File: src/rtl/io_input_sequencer.sv
// Debounced decimal keypad entry for the CPU IN path: up to MAX_DIGITS digits, enter/clear keys, BCD display.
// Optional macro IO_ECHO_EN: BCD outputs echo the live accumulator while an entry is in progress.
module io_input_sequencer #(
   parameter int DEBOUNCE_CYCLES = 4,
   parameter int MAX_DIGITS      = 3
) (
   input  logic        clk,
   input  logic        reset,
   input  logic        in_req,
   input  logic [3:0]  switches,
   input  logic        button,
   output logic [31:0] data_out,
   output logic        data_valid,
   output logic        stall,
   output logic        led_in,
   output logic        overflow,
   output logic [3:0]  bcd_uni,
   output logic [3:0]  bcd_dez,
   output logic [3:0]  bcd_cen
);

   localparam int CNT_W = (DEBOUNCE_CYCLES < 2) ? 1 : $clog2(DEBOUNCE_CYCLES);
   localparam logic [CNT_W-1:0] DEB_LAST = CNT_W'(DEBOUNCE_CYCLES - 1);
   localparam logic [CNT_W-1:0] CNT_ONE  = CNT_W'(1);
   localparam logic [CNT_W-1:0] CNT_ZERO = CNT_W'(0);
   localparam logic [1:0]       MAX_CNT  = 2'(MAX_DIGITS);

   typedef enum logic [1:0] {
      IDLE         = 2'd0,
      WAIT_PRESS   = 2'd1,
      WAIT_RELEASE = 2'd2,
      DONE         = 2'd3
   } state_t;

   // Shift-and-add-3 conversion; values never exceed 999 so three digits suffice.
   function automatic logic [11:0] bin_to_bcd(input logic [9:0] bin);
      logic [11:0] bcd;
      bcd = 12'd0;
      for (int i = 9; i >= 0; i--) begin
         bcd[3:0]  = (bcd[3:0]  > 4'd4) ? (bcd[3:0]  + 4'd3) : bcd[3:0];
         bcd[7:4]  = (bcd[7:4]  > 4'd4) ? (bcd[7:4]  + 4'd3) : bcd[7:4];
         bcd[11:8] = (bcd[11:8] > 4'd4) ? (bcd[11:8] + 4'd3) : bcd[11:8];
         bcd       = {bcd[10:0], bin[i]};
      end
      return bcd;
   endfunction

   logic             btn_meta_q, btn_sync_q;
   logic [3:0]       sw_meta_q, sw_sync_q;
   logic [CNT_W-1:0] deb_cnt_q, deb_cnt_d;
   logic             btn_filt_q, btn_filt_d;
   logic             press_s;
   state_t           state_q, state_d;
   logic [9:0]       acc_q, acc_d;
   logic [1:0]       cnt_q, cnt_d;
   logic             overflow_q, overflow_d;
   logic [9:0]       data_out_q, data_out_d;
   logic             data_valid_q, data_valid_d;
   logic             stall_q, stall_d;
   logic             led_in_q, led_in_d;
   logic [9:0]       disp_s;
   logic [11:0]      bcd_q, bcd_d;

   // Two-flop synchronizers for the asynchronous button and switch bank.
   always_ff @(posedge clk or posedge reset) begin
      if (reset) begin
         btn_meta_q <= 1'b0;
         btn_sync_q <= 1'b0;
         sw_meta_q  <= 4'd0;
         sw_sync_q  <= 4'd0;
      end else begin
         btn_meta_q <= button;
         btn_sync_q <= btn_meta_q;
         sw_meta_q  <= switches;
         sw_sync_q  <= sw_meta_q;
      end
   end

   // Debounce: count consecutive samples that disagree with the filtered level.
   always_comb begin
      deb_cnt_d  = CNT_ZERO;
      btn_filt_d = btn_filt_q;
      if (btn_sync_q != btn_filt_q) begin
         if (deb_cnt_q == DEB_LAST) begin
            btn_filt_d = btn_sync_q;
            deb_cnt_d  = CNT_ZERO;
         end else begin
            deb_cnt_d  = deb_cnt_q + CNT_ONE;
         end
      end else begin
         deb_cnt_d = CNT_ZERO;
      end
   end

   assign press_s = btn_filt_d & ~btn_filt_q;

   // Entry FSM: next state, accumulator update and registered output values.
   always_comb begin
      state_d      = state_q;
      acc_d        = acc_q;
      cnt_d        = cnt_q;
      overflow_d   = overflow_q;
      data_out_d   = data_out_q;
      data_valid_d = 1'b0;
      case (state_q)
         IDLE: begin
            // A still-held button from the previous entry must release first.
            if (in_req && !btn_filt_q) begin
               state_d    = WAIT_PRESS;
               acc_d      = 10'd0;
               cnt_d      = 2'd0;
               overflow_d = 1'b0;
            end else begin
               state_d = IDLE;
            end
         end
         WAIT_PRESS: begin
            if (!in_req) begin
               state_d = IDLE;
            end else if (press_s) begin
               state_d = WAIT_RELEASE;
               case (sw_sync_q)
                  4'hE: begin
                     acc_d      = 10'd0;
                     cnt_d      = 2'd0;
                     overflow_d = 1'b0;
                  end
                  4'hF: begin
                     state_d      = DONE;
                     data_out_d   = acc_q;
                     data_valid_d = 1'b1;
                  end
                  default: begin
                     if (sw_sync_q <= 4'd9) begin
                        if (cnt_q < MAX_CNT) begin
                           acc_d = (acc_q * 10'd10) + {6'd0, sw_sync_q};
                           cnt_d = cnt_q + 2'd1;
                        end else begin
                           overflow_d = 1'b1;
                        end
                     end else begin
                        acc_d = acc_q;
                     end
                  end
               endcase
            end else begin
               state_d = WAIT_PRESS;
            end
         end
         WAIT_RELEASE: begin
            if (!in_req) begin
               state_d = IDLE;
            end else if (!btn_filt_q) begin
               state_d = WAIT_PRESS;
            end else begin
               state_d = WAIT_RELEASE;
            end
         end
         DONE: begin
            state_d = IDLE;
         end
         default: begin
            state_d = IDLE;
         end
      endcase
      stall_d  = (state_d == WAIT_PRESS) || (state_d == WAIT_RELEASE);
      led_in_d = stall_d;
   end

   // Source of the seven-segment digits.
   always_comb begin
`ifdef IO_ECHO_EN
      if ((state_q == WAIT_PRESS) || (state_q == WAIT_RELEASE)) begin
         disp_s = acc_q;
      end else begin
         disp_s = data_out_q;
      end
`else
      disp_s = data_out_q;
`endif
      bcd_d = bin_to_bcd(disp_s);
   end

   // State, datapath and output registers.
   always_ff @(posedge clk or posedge reset) begin
      if (reset) begin
         deb_cnt_q    <= CNT_ZERO;
         btn_filt_q   <= 1'b0;
         state_q      <= IDLE;
         acc_q        <= 10'd0;
         cnt_q        <= 2'd0;
         overflow_q   <= 1'b0;
         data_out_q   <= 10'd0;
         data_valid_q <= 1'b0;
         stall_q      <= 1'b0;
         led_in_q     <= 1'b0;
         bcd_q        <= 12'd0;
      end else begin
         deb_cnt_q    <= deb_cnt_d;
         btn_filt_q   <= btn_filt_d;
         state_q      <= state_d;
         acc_q        <= acc_d;
         cnt_q        <= cnt_d;
         overflow_q   <= overflow_d;
         data_out_q   <= data_out_d;
         data_valid_q <= data_valid_d;
         stall_q      <= stall_d;
         led_in_q     <= led_in_d;
         bcd_q        <= bcd_d;
      end
   end

   assign data_out   = {22'd0, data_out_q};
   assign data_valid = data_valid_q;
   assign stall      = stall_q;
   assign led_in     = led_in_q;
   assign overflow   = overflow_q;
   assign bcd_cen    = bcd_q[11:8];
   assign bcd_dez    = bcd_q[7:4];
   assign bcd_uni    = bcd_q[3:0];

endmodule

File: config.mk
export PLATFORM = sky130hd
export DESIGN_NAME = io_input_sequencer
export DESIGN_NICKNAME = d
export VERILOG_FILES = /design/src/rtl/io_input_sequencer.sv
export SDC_FILE = /design/constraint.sdc
export NUM_CORES = 1
export LEC_CHECK = 0
export CORE_UTILIZATION = 30
export DETAILED_ROUTE_END_ITERATION = 7
export GPL_ROUTABILITY_DRIVEN = 0
export PLACE_DENSITY = 0.55
export SYNTH_ARGS = -nofsm -noshare
export SYNTH_HDL_FRONTEND = slang
export SYNTH_SLANG_ARGS = --single-unit
File: constraint.sdc
create_clock -name clk -period 11.9 [get_ports clk]
set_input_delay 2.38 -clock clk [delete_from_list [all_inputs] [get_ports clk]]
set_output_delay 2.38 -clock clk [all_outputs]
set_load 0.01 [all_outputs]
==> run summary, run 1 <==
The final antenna diode count came out at 0. The count of final setup violators came out at 0. The depth of the worst register-to-register path came out at 24.

The category of the most critical setup path is reg -> reg. Yosys mapped a number of flops with a built-in enable equal to 0. The cell count after synthesis came out at around 470. TritonCTS built the clock tree. The final-stage net count is 531. The setup clock skew after layout is 0.008415 ns. The area fraction in compound gates after synthesis came out at a little under a quarter. Setup repair after global routing left no endpoint under its margin. The pin slew with the least headroom to its limit is 0.6531 ns.

Measured against its own limit, the worst slew margin works out to 55.34%. The reg-to-reg setup timing slack came out at around 5.8 ns. The number of antenna violations at the first check in global routing came out at 0.

The number of hold buffers added after cts is 0. The checks that failed: DRC. Global routing consumed, over all layers together, a little over an eighth of the routing resources.

The worst setup path is captured at a flip-flop. Of all nets on the critical path, the largest fanout is 16. Dividing the detail-routed via count by the number of cells gives 5.113.

For this block, the initial DRC count from the detailed router was between 100 and 150. The global-route wire length before repair came out at 15950 um. The static leakage came out at 2.113 nW. The number of cells on the worst hold path is 0. The share of layout cells above drive strength 1 is 7.739%.

The number of buffers created by CTS is 5. Counting distinct cell types in the post-synthesis netlist gives 82. The area of the mapped netlist came out at 4259 sq um. The number of max-cap violations came out at 0. Clock-pin slew was measured on the worst setup and hold paths at 0.07 ns. The cell chosen for the clock root is sky130_fd_sc_hd__clkbuf_16. The final period demand of the worst path is 6.108 ns. The total cell area at the placement stage came out at between 4000 and 5000 sq um. The x dimension of the die is 121.2 um. The insertion delay to the later sink of the worst-skew pair is 0.30 ns. The final-report max-slew violation count is 0.

After detailed placement, the design holds a cell count of 663. The area overhead of the layout relative to synthesis came out at 12.75%. During placement, the flow inserted port buffers numbering 33. The portion of synthesized area spent on multiplexers is 3.584%. The critical hold path startpoint is btn_meta_q.

The maximum number of pins on one net before global-route repair is 43. The worst slack on hold paths is roughly 0.35 ns. The via count of the first global-routing pass came out at 3307.

Data on the critical path arrives at its endpoint at roughly 6.3 ns. The standard-cell row count came out at 43. The path with the worst hold slack has its endpoint at btn_sync_q. The fraction of registers with async set/reset is 100.0%. For this configuration, the core starts out at a cell density of 30.68%. The type of the worst min-delay path is reg -> reg. Once layout is complete, the cells apart from fillers number 671.

After floorplanning, the core was sized to cover between 10000 and 15000 sq um. The number of DRC violations after detailed routing is 2. The detailed placement HPWL came out at about 7000 um. The terminus of the critical flop-to-flop path is bcd_q[5].

The sequential fraction of the synthesis area came out at 30.55%. The detailed-route wire length per cell came out at 13.85 um. The post-route core utilization came out at 34.60%. The clock net in this run drives a total of 52 sinks. The die covers 14680 sq um.

The post-CTS resize count came out at 0. The summed negative setup slack over all endpoints came out at 0 ns. The xor and xnor area share after synthesis came out at 6.669%. The main flop type after synthesis is sky130_fd_sc_hd__dfrtp_1. The data required time of the worst path came out at 12.08 ns.

Post-CTS timing repair inserted 0 buffers for setup. The number of vias after detailed routing came out at approximately 3400. The die is around 120 um tall.

The cell area after layout is 4802 sq um. Dividing total power by cell area gives a power density of 155.3 nW/um^2. The fraction of the cycle the final worst path needs is 51.33%. The simple-gate share of the synthesized area came out at 16.98%. The worst register-to-register path begins at data_out_q[7]. In this run the remaining antenna-violating nets after routing total 0. The count of state elements after synthesis is 52. The maximum VDD drop came out at 98.71 uV. During synthesis, Yosys emitted a total of 0 warnings. The worst setup path is launched from a flip-flop. The number of endpoints with negative hold slack in the final report came out at 0. The fill cell total of the finished layout came out at 1465. Global routing finished with a remaining overflow of 0. The area share of fa/ha/maj cells after synthesis came out at 10.05%. The top-level port count came out at 56. The run finished, with violations left. The clock tree buffer depth came out at 2.

By area, the combinational part of the netlist is dominated by compound AO/OA/AOI/OAI gates. The first detailed-routing pass ran for 7 iterations. After synthesis, the mean cell area works out to 9.101 sq um. The count of H-tree levels built during CTS came out at 2. The final layout contains routed wiring with a total length of just over 9000 um. Based on the critical path, the design can be clocked at up to around 160 MHz.
## layout by cell type, fill, tap and decap left out, types with 3 or more instances in the layout
cell | synthesis | routed
sky130_fd_sc_hd__nand2_1 | 41 | 41
sky130_fd_sc_hd__buf_4 | 24 | 5
sky130_fd_sc_hd__or2_1 | 4 | 4
sky130_fd_sc_hd__ha_1 | 31 | 31
sky130_fd_sc_hd__a31oi_1 | 4 | 4
sky130_fd_sc_hd__nor2b_1 | 5 | 5
sky130_fd_sc_hd__nand4_1 | 7 | 7
sky130_fd_sc_hd__nor3_1 | 9 | 9
sky130_fd_sc_hd__a21oi_1 | 22 | 22
sky130_fd_sc_hd__dfrtp_1 | 52 | 52
sky130_fd_sc_hd__o21ai_1 | 5 | 5
sky130_fd_sc_hd__nor4_1 | 6 | 6
sky130_fd_sc_hd__clkdlybuf4s50_1 | 0 | 33
sky130_fd_sc_hd__nand3_1 | 8 | 8
sky130_fd_sc_hd__o21ai_0 | 21 | 21
sky130_fd_sc_hd__xnor2_1 | 19 | 19
sky130_fd_sc_hd__and2_1 | 3 | 3
sky130_fd_sc_hd__xor2_1 | 7 | 7
sky130_fd_sc_hd__a211oi_1 | 5 | 5
sky130_fd_sc_hd__o21bai_1 | 3 | 3
sky130_fd_sc_hd__a21o_1 | 7 | 7
sky130_fd_sc_hd__o211ai_1 | 5 | 5
sky130_fd_sc_hd__nor2_1 | 27 | 27
sky130_fd_sc_hd__and3_1 | 10 | 10
sky130_fd_sc_hd__a2111oi_0 | 4 | 4
sky130_fd_sc_hd__a22o_1 | 11 | 11
sky130_fd_sc_hd__nor3b_1 | 5 | 5
sky130_fd_sc_hd__conb_1 | 1 | 22
sky130_fd_sc_hd__clkbuf_16 | 0 | 5
sky130_fd_sc_hd__o22ai_1 | 3 | 3
sky130_fd_sc_hd__inv_1 | 26 | 25
sky130_fd_sc_hd__mux2_2 | 3 | 3
sky130_fd_sc_hd__mux2i_1 | 9 | 9
## state kept, by name, summed over array words and instances (netlist names)
| name | flops |
|---|---|
| deb_cnt_q | 2 |
| overflow | 1 |
| led_in | 1 |
| bcd_q | 12 |
| state_q | 2 |
| acc_q | 10 |
| cnt_q | 2 |
| btn_meta_q | 1 |
| data_valid | 1 |
| btn_filt_q | 1 |
| sw_meta_q | 4 |
| sw_sync_q | 4 |
| data_out_q | 10 |
| btn_sync_q | 1 |
## worst max-delay path, stage by stage, from the launching register on
cell,delay [ns]
sky130_fd_sc_hd__dfrtp_1,0.55
sky130_fd_sc_hd__inv_1,0.13
sky130_fd_sc_hd__ha_1,0.26
sky130_fd_sc_hd__inv_1,0.09
sky130_fd_sc_hd__ha_1,0.36
sky130_fd_sc_hd__and2_0,0.52
sky130_fd_sc_hd__o41ai_4,0.11
sky130_fd_sc_hd__nor3_2,0.51
sky130_fd_sc_hd__o211ai_2,0.19
sky130_fd_sc_hd__and3_1,0.20
sky130_fd_sc_hd__o21ai_1,0.13
sky130_fd_sc_hd__buf_4,0.21
sky130_fd_sc_hd__nand2_1,0.09
sky130_fd_sc_hd__a21oi_1,0.17
sky130_fd_sc_hd__nor2_1,0.07
sky130_fd_sc_hd__ha_1,0.28
sky130_fd_sc_hd__nand2_1,0.14
sky130_fd_sc_hd__mux2i_1,0.08
sky130_fd_sc_hd__a2111oi_0,0.63
sky130_fd_sc_hd__nor2_1,0.19
sky130_fd_sc_hd__ha_1,0.32
sky130_fd_sc_hd__or3_1,0.39
sky130_fd_sc_hd__mux2i_1,0.14
sky130_fd_sc_hd__nor4_1,0.07
sky130_fd_sc_hd__xor2_1,0.15
## worst max path at each step
| stage | from | to | slack (ns) | depth (start not counted) |
|---|---|---|---|---|
| 6_report | data_out_q[7] | bcd_q[5] | 5.79 | 24 |
| 3_3_place_gp | data_out_q[7] | bcd_q[5] | 6.14 | 22 |
| 4_1_cts | data_out_q[7] | bcd_q[5] | 5.83 | 24 |
| 5_1_grt | data_out_q[7] | bcd_q[5] | 5.28 | 23 |
| 3_5_place_dp | data_out_q[7] | bcd_q[5] | 5.83 | 23 |
| 2_1_floorplan | data_out_q[7] | bcd_q[5] | 6.42 | 28 |
## stage by stage
stage,setup slack [ns],total power [mW]
2_1_floorplan,6.419,0.5200
6_report,5.792,0.7455
5_1_grt,5.282,0.8104
3_3_place_gp,6.139,0.5911
4_1_cts,5.833,0.7563
3_5_place_dp,5.832,0.5989
## routing by layer
metal	track usage [%]	part of all wire (%)	routed length [um]	up-vias
li1	-	-	-	1707
met1	17.15	46	4234	1644
met2	23.25	49	4593	69
met3	2.115	3.2	299	11
met4	5.170	1.8	163	0
met5	0	0	0	-
## kinds of logic after synthesis
logic type	after synthesis
other cells	1
xor+xnor	29
compound gates	128
flops	52
simple gates	140
mux	14
buf+inv	71
fa+ha+maj	33
## synth_stat cells (all sizes together) (5+ instances only)
cell,count,area (sq um)
nor2,29,118.9
o211ai,7,62.56
nand2,41,153.9
a211oi,5,37.54
ha,31,387.9
nor3,11,71.32
nand3,8,40.04
mux2i,10,103.9
nand4,7,43.79
a22o,11,96.34
nor4,6,37.54
buf,31,232.7
dfrtp,52,1301
inv,27,101.3
and2,5,31.28
xor2,8,77.58
xnor2,20,182.7
o21ai,26,130.1
nor2b,5,31.28
and3,10,62.56
a21oi,24,127.6
nor3b,5,37.54
clkbuf,13,50.04
a21o,7,52.55
## power breakdown
| part | switching, mW | internal, mW |
|---|---|---|
| logic | 0.178 | 0.167 |
| registers | 0.0327 | 0.216 |
| clock network | 0.0679 | 0.0838 |
## final cells by class
| type | instances | area, sq um | share of cell area (%) |
|---|---|---|---|
| timing repair buffer | 38 | 367.9 | 7.660 |
| sequential | 52 | 1301 | 27.10 |
| clock inverter | 2 | 15.01 | 0.3127 |
| multi-input combinational | 366 | 2653 | 55.24 |
| clock buffer | 6 | 138.9 | 2.892 |
| tap | 180 | 225.2 | 4.690 |
| inverter | 27 | 101.3 | 2.110 |
Note: power is estimated with default switching activity, not from simulation.
==> run 2: changes to the inputs <==
==> constraint.sdc (replaced) <==
create_clock -name clk -period 6.4 [get_ports clk]
set_input_delay 1.28 -clock clk [delete_from_list [all_inputs] [get_ports clk]]
set_output_delay 1.28 -clock clk [all_outputs]
set_load 0.01 [all_outputs]
==> run 2 against run 1 <==
  * Final area is 0.23% higher
  * Core utilization is 0.081 points higher
  * Combinational power is 86% higher
  * Final cell count unchanged
  * The flow still finishes with violations (DRC)
  * Sequential power rose by 87%
  * Setup slack worse by 5.2 ns
  * Routed wire length fell by 3.1%
  * Clock skew shrank 0.0019 ns
  * First-iteration DRC count up 29%
  * Count of clock-buffer cells in the layout shrank 1
==> run summary, run 2 (synthesis gave the netlist of run 1 again) <==
The run finished, with violations left. The checks that failed: DRC. The number of buffers created by CTS was 5 (unchanged).

The number of hold buffers added after cts is 0 (unchanged). The sum of buffers and inverters on the critical path was 2 (-1). The library cell used most frequently in the layout, excluding fill and tap cells, is sky130_fd_sc_hd__dfrtp_1. The data required time of the worst path is 6.62 ns (-5.46 ns). The first-pass iteration count of the detailed router was 6 (-1). Setup repair after global routing left no endpoint under its margin. The internal power is 0.8586 mW (+84%). The top cell types in the final layout, fill and taps aside, are sky130_fd_sc_hd__dfrtp_1 (52), sky130_fd_sc_hd__nand2_1 (41), sky130_fd_sc_hd__clkdlybuf4s50_1 (33). The clock tree buffer depth was 2 (unchanged). The total clock sinks is 52 (unchanged).

The effective utilization at floorplan is 30.68% (unchanged). The residual overflow from global routing is 0 (unchanged). The number of antenna violations at the first check in global routing came out at 0 (unchanged). The largest individual stage delay along the critical path comes from the cell sky130_fd_sc_hd__or4_1.

The post-route core utilization was 34.68% (+0.081 points). The count of final setup violators came out at 0 (unchanged). The overall routing resource usage came out at 13.59% (about the same). The detailed placement HPWL came to 6788 um (-2.9%).

The top-level port count is 56 (unchanged). The area growth from synthesis to layout is 13.01%. The via count normalized by instance count is 5.083 (-0.58%).

The path class of the tightest hold or removal check is reg -> reg. The count of H-tree levels built during CTS came out at 2 (unchanged). The register bank with the most flops is bcd_q. The final worst setup slack came out at 0.5800 ns (-5.212 ns). The post-CTS setup buffer count is 0 (unchanged). The insertion delay to the later sink of the worst-skew pair is 0.29 ns (about the same). The number of max-cap violations is 0 (unchanged). The total wire length is 9001 um (-3.1%).

The depth of the worst register-to-register path is 21 (-13%). The fraction of the cycle the final worst path needs came out at 90.94% (+40 points). The worst slack at placement is 0.4893 ns (-5.343 ns). The number of endpoints with negative hold slack in the final report came out at 0 (unchanged).

The flip-flop count of the largest register, all copies and words added came out at 12 (unchanged). The arrival time at the worst endpoint came to 6.04 ns (-0.24 ns). The number of vias after detailed routing is 3411 (-0.58%).

The static leakage came to 2.114 nW (about the same). Grouping stages by cell kind, the critical path spends the most delay in simple AND/OR/NAND/NOR gates. The standard-cell row count came out at 43 (unchanged).

The setup clock skew after layout came out at 0.006515 ns (-0.001900 ns). The initial detailed-routing violation count is 156 (+29%). The final antenna diode count came out at 0 (unchanged).

The worst slew margin relative to its limit is 57.14% (+1.8 points). The detailed-route wire length per cell came out at 13.41 um (-3.1%). The signal on the critical path passes through inv_1, ha_1, inv_1, ha_1, nor2b_1, nor2_1, or4_1, and2_0, nand2_1, ha_1, nand2_1, mux2_4, xnor2_2, mux2i_2, nor3_1, a22oi_1, ha_1, or3_1, mux2i_1, nor4_1, xor2_1.

The overall die height came out at 121.2 um (unchanged). The residual antenna-violating net count after detailed routing is 0 (unchanged). The worst slack on hold paths came out at 0.3504 ns (+0.002713 ns). The worst setup path is launched from a flip-flop.

The x dimension of the die was 121.2 um (unchanged). The summed negative setup slack over all endpoints came out at 0 ns (unchanged). The maximum number of pins on one net before global-route repair is 37 (-14%). The number of port buffers was 33 (unchanged). The most numerous cell type found on the critical path is sky130_fd_sc_hd__ha_1. The final-report max-slew violation count came out at 0 (unchanged).

The fraction of power consumed by combinational cells was 46.8% (+0.5 points). The pin slew with the least headroom to its limit is 0.6429 ns (-0.01013 ns). STA classifies the critical path endpoint as a flip-flop. The cell chosen for the clock root is sky130_fd_sc_hd__clkbuf_16.

The biggest cell delay along the critical path is 0.59 ns (-0.04 ns). The largest driver fanout on the critical path came out at 10 (-6). The global-route wire length before repair is 15990 um (+0.26%). The instance count on the critical path came out at 21 (-13%). The achievable frequency was 171.8 MHz (+5.0%). The category of the most critical setup path is reg -> reg. The area of the die came to 14680 sq um (unchanged).

The via count of the first global-routing pass is 3341 (+1.0%). TritonCTS built the clock tree. The power per unit of standard cell area came out at 285.6 nW/um^2 (+84%).

The fill cell total of the finished layout was 1470 (+0.34%). The post-CTS resize count is 0 (unchanged). The clock edge transition at the registers on the reported setup and hold paths came out at 0.07 ns (about the same).

The total core area is 13880 sq um (unchanged). The maximum VDD drop came out at 131.2 uV (+33%). The number of cells on the worst hold path is 0 (unchanged).

The switching share of power is 37.54% (+0.13 points). The share of layout cells above drive strength 1 was 8.147% (+0.41 points). The register share of total power is 33.7% (+0.4 points). The final-stage net count came to 531 (unchanged).

The switching power total came to 0.5160 mW (+85%). The largest registers in the layout are bcd_q: 12 flops, acc_q: 10 flops, data_out_q: 10 flops. The final period demand of the worst path is 5.820 ns (-0.2884 ns).

The number of DRC violations after detailed routing came out at 2 (unchanged). The part of the power in the clock network was 19.5% (-0.8 points).
-- run 2: through the flow --
step	instances	total power, mW	instance area [sq um]
floorplan	489	0.9669	4338
global placement	663	1.099	4648
detailed placement	663	1.113	4648
CTS	671	1.390	4795
global route	671	1.506	4813
finish	671	1.375	4813
-- run 2: layout make-up --
| cell class | count | area [sq um] | share of cell area [%] |
|---|---|---|---|
| Tap cell | 180 | 225.2 | 4.679 |
| Clock inverter | 3 | 21.27 | 0.4419 |
| Timing Repair Buffer | 38 | 367.9 | 7.642 |
| Sequential cell | 52 | 1301 | 27.03 |
| Inverter | 27 | 101.3 | 2.106 |
| Clock buffer | 5 | 125.1 | 2.599 |
| Multi-Input combinational cell | 366 | 2671 | 55.50 |
-- run 2: final timing paths --
| check | startpoint | to | slack (ns) |
|---|---|---|---|
| max | data_out_q[7] | bcd_q[5] | 0.58 |
| min | sw_meta_q[2] | sw_sync_q[2] | 0.35 |
| max reg2reg | data_out_q[7] | bcd_q[5] | 0.58 |
| min reg2reg | sw_meta_q[2] | sw_sync_q[2] | 0.35 |
| max in group asynchronous | reset | acc_q[1] | 4.34 |
| min in group asynchronous | reset | bcd_q[1] | 1.27 |
-- run 2: power by group through the flow --
stage               clock network, mW  registers [mW]  logic (mW)
global placement                    0           0.468       0.631
finish                          0.268           0.463       0.644
detailed placement                  0           0.470       0.643
floorplan                           0           0.462       0.505
CTS                             0.279           0.465       0.646
global route                    0.295           0.475       0.736
-- run 2: metal layers --
metal / GRT usage, % / vias to the layer above / wire, um
li1: - / 1706 / -
met2: 22.54 / 69 / 4402
met1: 17.68 / 1629 / 4170
met5: 0 / - / 0
met3: 2.820 / 7 / 335
met4: 4.090 / 0 / 93
==> run 3: changes to the inputs <==
--- a/config.mk
+++ b/config.mk
@@ -8,7 +8,9 @@
 export CORE_UTILIZATION = 30
 export DETAILED_ROUTE_END_ITERATION = 7
 export GPL_ROUTABILITY_DRIVEN = 0
+export MAX_ROUTING_LAYER = met4
 export PLACE_DENSITY = 0.55
+export SKIP_CTS_REPAIR_TIMING = 1
 export SYNTH_ARGS = -nofsm -noshare
 export SYNTH_HDL_FRONTEND = slang
 export SYNTH_SLANG_ARGS = --single-unit
==> run 3 against run 2 <==
  * The flow still finishes with violations (DRC)
  * Critical path depth unchanged
  * Sequential power about the same
  * Via count up 0.15%
  * Global-route usage up 0.33 points
  * Sequential share of layout area unchanged
  * Non-clock buffer count unchanged
  * Highest routed layer unchanged
==> run summary, run 3 (synthesis gave the netlist of run 1 again) <==
The flow ran to the end, but the final reports show violations. The final reports fail on DRC. The overall die height is 121.2 um (unchanged). The total wire length is 9003 um (about the same). The setup clock skew after layout is 0.006318 ns (-0.0001973 ns). The flip-flop count of the largest register, all copies and words added came to 12 (unchanged). The residual overflow from global routing was 0 (unchanged). The cell chosen for the clock root is sky130_fd_sc_hd__clkbuf_16.

bcd_q holds more flip-flops than any other register. The count of final setup violators is 0 (unchanged). The maximum VDD drop is 131.2 uV (about the same). The detailed-route wire length per cell is 13.42 um (about the same). The fraction of power consumed by combinational cells is 46.8% (about the same). TritonCTS built the clock tree. The final period demand of the worst path is 5.821 ns (+0.0008480 ns). The standard-cell row count was 43 (unchanged). The area of the die is 14680 sq um (unchanged).

The signal on the critical path passes through inv_1, ha_1, inv_1, ha_1, nor2b_1, nor2_1, or4_1, and2_0, nand2_1, ha_1, nand2_1, mux2_4, xnor2_2, mux2i_2, nor3_1, a22oi_1, ha_1, or3_1, mux2i_1, nor4_1, xor2_1. The termination of the worst setup path is bcd_q[5]. The biggest cell delay along the critical path is 0.59 ns (about the same). The top-level port count came out at 56 (unchanged). The type of the worst min-delay path is reg -> reg. In this run the critical register-to-register path is captured at bcd_q[5]. The clock edge transition at the registers on the reported setup and hold paths came out at 0.07 ns (about the same). Counting stages on the worst path, the most repeated cell is sky130_fd_sc_hd__ha_1. The startpoint of the worst setup timing path is data_out_q[7]. Setup repair after global routing left no endpoint under its margin. The number of antenna violations at the first check in global routing came out at 0 (unchanged).

The effective utilization at floorplan came out at 30.68% (unchanged). The clock tree buffer depth is 2 (unchanged). The insertion delay to the later sink of the worst-skew pair is 0.30 ns (about the same). The total clock sinks was 52 (unchanged). The residual antenna-violating net count after detailed routing is 0 (unchanged).

The final-stage net count is 531 (unchanged). The number of DRC violations after detailed routing came out at 2 (unchanged). The number of vias after detailed routing was 3416 (+0.15%). The kind of cell adding the most delay to the critical path is simple AND/OR/NAND/NOR gates. The summed negative setup slack over all endpoints was 0 ns (unchanged). The depth of the worst register-to-register path is 21 (unchanged).

The static leakage came out at 2.114 nW (unchanged). The data required time of the worst path came out at 6.62 ns (about the same). The most frequent standard cell in the layout excluding fill and tap cells is sky130_fd_sc_hd__dfrtp_1.

The number of buffers created by CTS was 5 (unchanged). The overall routing resource usage came to 13.92% (+0.33 points). The count of H-tree levels built during CTS is 2 (unchanged). The number of max-cap violations was 0 (unchanged). The number of port buffers came out at 33 (unchanged). The instance count on the critical path is 21 (unchanged). The part of the power in the clock network was 19.5% (about the same). The worst slack on hold paths came out at 0.3504 ns (unchanged). By startpoint and endpoint, the worst setup path is classified as reg -> reg.

The switching share of power came out at 37.59% (+0.052 points). The detailed placement HPWL came out at 6788 um (unchanged). The final antenna diode count is 0 (unchanged). The final-report max-slew violation count is 0 (unchanged). The global-route wire length before repair is 15980 um (about the same).

The number of endpoints with negative hold slack in the final report is 0 (unchanged). The critical register-to-register path startpoint is data_out_q[7]. The achievable frequency came to 171.8 MHz (about the same). The reg-to-reg setup timing slack came out at 0.58 ns (about the same). The x dimension of the die is 121.2 um (unchanged). The area overhead of the layout relative to synthesis was 13.01% (unchanged). The arrival time at the worst endpoint was 6.04 ns (about the same). The largest driver fanout on the critical path is 10 (unchanged). The fraction of the cycle the final worst path needs is 90.95% (about the same).

The power per unit of standard cell area came out at 285.8 nW/um^2 (about the same). The via count of the first global-routing pass was 3340 (-0.030%). The share of layout cells above drive strength 1 came out at 8.147% (unchanged). The critical path launch point type is a flip-flop. The first-pass iteration count of the detailed router came out at 6 (unchanged).

STA classifies the critical path endpoint as a flip-flop. The maximum number of pins on one net before global-route repair is 37 (unchanged). In the layout the commonest cells are sky130_fd_sc_hd__dfrtp_1 (52), sky130_fd_sc_hd__nand2_1 (41), sky130_fd_sc_hd__clkdlybuf4s50_1 (33). The initial detailed-routing violation count is 140 (-10%).

The slowest stage cell on the critical path is sky130_fd_sc_hd__or4_1. The register share of total power came out at 33.6% (about the same). The worst slew margin relative to its limit is 57.20% (+0.060 points). The internal power came out at 0.8587 mW (about the same).

The sum of buffers and inverters on the critical path is 2 (unchanged). The switching power total is 0.5172 mW (+0.23%). The via count normalized by instance count came out at 5.091 (+0.15%). The largest registers in the layout are bcd_q: 12 flops, acc_q: 10 flops, data_out_q: 10 flops. The pin slew with the least headroom to its limit came to 0.6420 ns (-0.0009065 ns).

The total core area is 13880 sq um (unchanged).
[run 3: area by class of cell]
class / instances / area [sq um]
well taps: 180 / 225.2
clock buffers: 5 / 125.1
flip-flops and latches: 52 / 1301
repair buffers: 38 / 367.9
clock inverters: 3 / 21.27
fillers: 1470 / 9067
multi-input cells: 366 / 2671
inverters: 27 / 101.3
[run 3: through the flow]
step | std cells | setup WS, ns | power, mW | util (%) | cell area [sq um]
2_1_floorplan | 489 | 0.9189 | 0.9669 | - | 4338
3_3_place_gp | 663 | 0.6155 | 1.099 | 33.49 | 4648
3_5_place_dp | 663 | 0.4893 | 1.113 | 33.49 | 4648
4_1_cts | 671 | 0.4682 | 1.390 | 34.54 | 4795
5_1_grt | 671 | 0.006358 | 1.504 | 34.68 | 4813
6_report | 671 | 0.5791 | 1.376 | 34.68 | 4813
[run 3: worst min path at each step]
stage,startpoint,to,cells past startpoint
CTS,sw_meta_q[2],sw_sync_q[2],0
finish,sw_meta_q[2],sw_sync_q[2],0
detailed placement,sw_meta_q[2],sw_sync_q[2],0
global route,sw_meta_q[2],sw_sync_q[2],0
floorplan,btn_meta_q,btn_sync_q,0
global placement,sw_meta_q[2],sw_sync_q[2],0
[run 3: layer usage]
layer,vias up,global-route usage [%],part of all wire [%]
li1,1704,-,-
met1,1631,17.71,46
met2,72,22.54,48
met3,9,2.538,3.8
met4,0,4.090,1.5
met5,-,-,0
[run 3: power by group through the flow]
stage,Sequential [mW],Clock [mW],Combinational (mW)
floorplan,0.462,0,0.505
global placement,0.468,0,0.631
detailed placement,0.470,0,0.643
CTS,0.465,0.279,0.646
global route,0.475,0.293,0.736
finish,0.463,0.269,0.644
